<file path="src/rtl/row_reduce_engine.sv">
// Two-row Gauss-Jordan reduction engine: reduces a loaded 2 x NCOLS augmented
// matrix to [1 0 x ; 0 1 y] one column per cycle, then checks the player's answer.
module row_reduce_engine #(
  parameter int WIDTH = 8,
  parameter int NCOLS = 3,
  localparam int CW = $clog2(NCOLS)
) (
  input  logic             Clock,
  input  logic             Reset,
  input  logic             load_en,
  input  logic             load_row,
  input  logic [CW-1:0]    load_col,
  input  logic [WIDTH-1:0] load_data,
  input  logic             start,
  input  logic             ans_valid,
  input  logic [WIDTH-1:0] ans_x,
  input  logic [WIDTH-1:0] ans_y,
  input  logic             rd_row,
  input  logic [CW-1:0]    rd_col,
  output logic [WIDTH-1:0] rd_data,
  output logic             busy,
  output logic             done,
  output logic             div_err,
  output logic             correct,
  output logic             wrong
);

  localparam logic [CW:0]   NC_EXT = (CW+1)'(NCOLS);
  localparam logic [CW-1:0] LAST_C = CW'(NCOLS - 1);

  typedef enum logic [3:0] {
    S_IDLE, S_P1, S_N1, S_P2, S_E2, S_P3, S_N3, S_P4, S_E4, S_WAIT_ANS, S_ERR
  } state_t;

  state_t           r_state;
  state_t           w_stateNext;
  logic [WIDTH-1:0] r_m [2][NCOLS];
  logic [WIDTH-1:0] r_pv;
  logic [CW-1:0]    r_col;
  logic             r_done;
  logic             r_correct;
  logic             r_wrong;

  logic             w_cmdOk;
  logic             w_colStep;
  logic             w_lastCol;
  logic             w_answerMatch;
  logic [WIDTH-1:0] w_m0c;
  logic [WIDTH-1:0] w_m1c;
  logic [WIDTH-1:0] w_prod0;
  logic [WIDTH-1:0] w_prod1;

  assign w_cmdOk   = (r_state == S_IDLE) || (r_state == S_WAIT_ANS) || (r_state == S_ERR);
  assign w_colStep = (r_state == S_N1) || (r_state == S_E2) ||
                     (r_state == S_N3) || (r_state == S_E4);
  assign w_lastCol = (r_col == LAST_C);

  assign w_m0c   = r_m[0][r_col];
  assign w_m1c   = r_m[1][r_col];
  assign w_prod0 = w_m0c * r_pv;
  assign w_prod1 = w_m1c * r_pv;

  assign w_answerMatch = (ans_x == r_m[0][NCOLS-1]) && (ans_y == r_m[1][NCOLS-1]);

  assign rd_data = ({1'b0, rd_col} < NC_EXT) ? r_m[rd_row][rd_col] : '0;
  assign busy    = !w_cmdOk;
  assign div_err = (r_state == S_ERR);
  assign done    = r_done;
  assign correct = r_correct;
  assign wrong   = r_wrong;

  always_ff @(posedge Clock) begin
    if (Reset) begin
      r_state <= S_IDLE;
    end else begin
      r_state <= w_stateNext;
    end
  end

  // Pivot states check the live matrix element, so a zero pivot never reaches a divide.
  always_comb begin
    w_stateNext = r_state;
    unique case (r_state)
      S_IDLE, S_WAIT_ANS, S_ERR: if (start) w_stateNext = S_P1;
      S_P1:    w_stateNext = (r_m[0][0] == '0) ? S_ERR : S_N1;
      S_N1:    if (w_lastCol) w_stateNext = S_P2;
      S_P2:    w_stateNext = S_E2;
      S_E2:    if (w_lastCol) w_stateNext = S_P3;
      S_P3:    w_stateNext = (r_m[1][1] == '0) ? S_ERR : S_N3;
      S_N3:    if (w_lastCol) w_stateNext = S_P4;
      S_P4:    w_stateNext = S_E4;
      S_E4:    if (w_lastCol) w_stateNext = S_WAIT_ANS;
      default: w_stateNext = S_IDLE;
    endcase
  end

  always_ff @(posedge Clock) begin
    if (Reset) begin
      r_col <= '0;
    end else if (w_colStep) begin
      r_col <= w_lastCol ? '0 : r_col + 1'b1;
    end else begin
      r_col <= '0;
    end
  end

  always_ff @(posedge Clock) begin
    if (Reset) begin
      for (int r = 0; r < 2; r++) begin
        for (int c = 0; c < NCOLS; c++) begin
          r_m[r][c] <= '0;
        end
      end
      r_pv <= '0;
    end else begin
      if (w_cmdOk && load_en && ({1'b0, load_col} < NC_EXT)) begin
        r_m[load_row][load_col] <= load_data;
      end
      unique case (r_state)
        S_P1:    r_pv <= r_m[0][0];
        S_P2:    r_pv <= r_m[1][0];
        S_P3:    r_pv <= r_m[1][1];
        S_P4:    r_pv <= r_m[0][1];
        S_N1:    r_m[0][r_col] <= w_m0c / r_pv;
        S_E2:    r_m[1][r_col] <= w_m1c - w_prod0;
        S_N3:    r_m[1][r_col] <= w_m1c / r_pv;
        S_E4:    r_m[0][r_col] <= w_m0c - w_prod1;
        default: ;
      endcase
    end
  end

  // A restart clears the previous verdict; it takes priority over a same-cycle answer.
  always_ff @(posedge Clock) begin
    if (Reset) begin
      r_done    <= 1'b0;
      r_correct <= 1'b0;
      r_wrong   <= 1'b0;
    end else begin
      r_done <= (r_state == S_E4) && w_lastCol;
      if (w_cmdOk && start) begin
        r_correct <= 1'b0;
        r_wrong   <= 1'b0;
      end else if ((r_state == S_WAIT_ANS) && ans_valid) begin
        r_correct <= w_answerMatch;
        r_wrong   <= !w_answerMatch;
      end
    end
  end

endmodule
</file>
<file path="config.mk">
export PLATFORM = sky130hd
export DESIGN_NAME = row_reduce_engine
export DESIGN_NICKNAME = d
export VERILOG_FILES = /design/src/rtl/row_reduce_engine.sv
export SDC_FILE = /design/constraint.sdc
export NUM_CORES = 1
export LEC_CHECK = 0
export ABC_AREA = 1
export ABC_CLOCK_PERIOD_IN_PS = 11300
export CORE_ASPECT_RATIO = 0.75
export CORE_MARGIN = 1.5
export CORE_UTILIZATION = 60
export DETAILED_ROUTE_END_ITERATION = 16
export PLACE_DENSITY = 0.86
export SLEW_MARGIN = 5
export SYNTH_ARGS = -nofsm -noshare
export SYNTH_HDL_FRONTEND = slang
export SYNTH_SLANG_ARGS = --single-unit
</file>
<file path="constraint.sdc">
create_clock -name Clock -period 11.3 [get_ports Clock]
set_input_delay 3.39 -clock Clock [delete_from_list [all_inputs] [get_ports Clock]]
set_output_delay 3.39 -clock Clock [all_outputs]
set_load 0.02 [all_outputs]
</file>
==> results.ini <==
[layout]
fin_nets=1753
fin_area_um2=11200
nFillCells=1442
drive_above_1_share_pct=6.52
register_area_um2=1780
multi_input_area_um2=7220
diodes=0
area_growth_syn_to_layout_pct=10.3
utilization_pct=68.6

[clock_network]
hold_buffers=0
clk_latency_ps=330
cts_buffers=9
cts_buffer_depth=2
clk_pin_slew_ps=60
cts_max_level=3
cts_root_buf=clkbuf_16
cts.sinks=65
cts_tree=done

[global_route]
grt_max_degree=32
gr-usage-all-layers_pct=39.7
antenna_found_initial=0
grt_pass1_wl_mm=53.3
overflow=0
grt_pass1_vias=9724

[drt]
ant_nets=0
dr_wl_met3_mm=4.93
vias_per_cell=6.03
drt_iter0_drc=1374
wl_met2_mm=14.1
wl_per_cell_um=19.7
drc=0
dr.max_layer_used=met4
vias=10700
dr.pass1.iters=8
wirelength_met1_mm=14.9
drt-total-wl_mm=34.9

[sta]
fin_crit_ps=10460
setup-violations-final=0
max_freq_mhz=95.6
skew_ps=6.84
hold_violations=0
max-slew-margin-rel_pct=20.8
finalWorstSetupSlack_ps=840
drv_slew=0
worst_pin_slew_ps=1180
finalCritPeriodShare_pct=92.6

[logic_synthesis]
ys_warn_count=0
async_flop_share_pct=0
yosysUniqueCellTypes=52
syn_area_per_cell_um2=6.70
ys_ff_latch=65
synth_edf_count=48
synth_flop_cell=edfxtp_1
syn_inst=1510
synth.cell_area_um2=10100
seq_area_frac_synth_pct=17.6
synthesis.nets=1703

[critical_path]
critPathMaxFanout=9
start_kind=register
end_kind=register
slowest_delay_ps=480
worstPathArrival_ps=10530
required_ps=11370
crit_path_start=r_pv[6]
r2r-start=r_pv[6]
crit_top_cell=nand2_1
worstSetupPathType=register to register
crit_slowest_cell=nor3_1

[floorplan]
fp.dieW_um=153
core_area_um2=16300
rows=40
die_area_um2=17700
ios=48
die_h_um=115
start_util_pct=62.2

[run]
maxCapViolations=0

[placed_design]
postPlaceCellArea_um2=10800
port_buffers=47
gp_congestion=1.03
preCtsSetupSlack_ps=215
dp_hpwl_mm=28.2

[worst_hold_path]
min_path_type=register to register
hold_start=correct

[outcome]
status=finished, final reports clean

placed cells by master (no fill, tap or decap), types with 44 or more instances in the layout:
master	synthesis	final
xor2_1	44	44
clkdlybuf4s50_1	0	47
nand2_1	386	385
edfxtp_1	48	48
inv_1	260	259
o21ai_0	96	87
nand3_1	99	98
a21oi_1	64	64
nor2_1	103	103
ha_1	126	126
layer usage:
metal	vias up	track usage [%]
met1	4899	56.9
li1	5027	-
met4	0	10.5
met3	81	10.5
met5	-	0
met2	693	59.4
flip-flops by register name, indices dropped and copies added, names as in the netlist:
name and cells:
done 1, wrong 1, r_col 2, r_pv 8
correct 1, r_state 4, r_m 48
cell families after synthesis:
| group | Yosys count | synth area share (%) |
|---|---|---|
| and+or+nand+nor | 671 | 28.6 |
| muxes | 1 | 0.0989 |
| AOI/OAI and AO/OA | 262 | 15.8 |
| DFF | 65 | 17.6 |
| adders and majority gates | 158 | 21.9 |
| xor gates and xnor gates | 53 | 4.59 |
| buffers and inverters | 300 | 11.4 |
path summary, 6_finish.rpt:
kind,to,slack [ps],cells past startpoint
max,r_m[1][8],840,68
min,correct,440,2
max reg2reg,r_m[1][8],840,68
min reg2reg,correct,440,2
cell type report:
class | count | share of cell area, %
flip-flops and latches | 65 | 16.0
repair buffers | 67 | 5.59
inverters | 272 | 9.17
clock inverters | 5 | 0.213
clock buffers | 10 | 2.05
multi-input cells | 1145 | 64.7
well taps | 210 | 2.35
synthesized netlist by cell type (all sizes together) (2+ instances only):
cell	instances	area [µm²]
a211oi	2	15.0
o21a	2	15.0
o2111ai	2	17.5
xor2	44	385
o221ai	8	70.1
nand2	397	1520
or2	21	131
a31oi	7	43.8
nand3	102	526
edfxtp	48	1440
xnor2	9	78.8
buf	12	76.3
and2	7	43.8
fa	32	641
clkinv	4	15.0
clkbuf	16	60.1
nand3b	11	82.6
inv	268	1010
nor3	8	40.0
o21ai	120	706
o22ai	22	138
nand4	6	37.5
dfxtp	17	340
ha	126	1580
nor4	8	50.1
a21oi	65	329
o211ai	20	150
o21bai	8	60.1
nor2	109	444
critical path: cells and delay by family (launching register included):
family	cells	cell delay, ps
compound gates	22	3040
simple gates	31	4150
fa+ha+maj	7	1930
buf+inv	8	730
flops	1	340
per-stage QoR:
step | hold WS (ps) | TNS (ps) | instances
finish | 441 | 0 | 1774
global route | 469 | -188 | 1774
CTS | 445 | 0 | 1769
detailed placement | 434 | 0 | 1754
global placement | 429 | 0 | 1754
floorplan | 500 | 0 | 1510
repair_timing:
action                                  CTS  global route
resized for setup                         0            21
setup buffers                             0             5
endpoints found under the setup margin    0             6
Power is left out: the tool's default activity adds up to more than one toggle a clock period on the data nets, which glitch-free logic cannot reach.
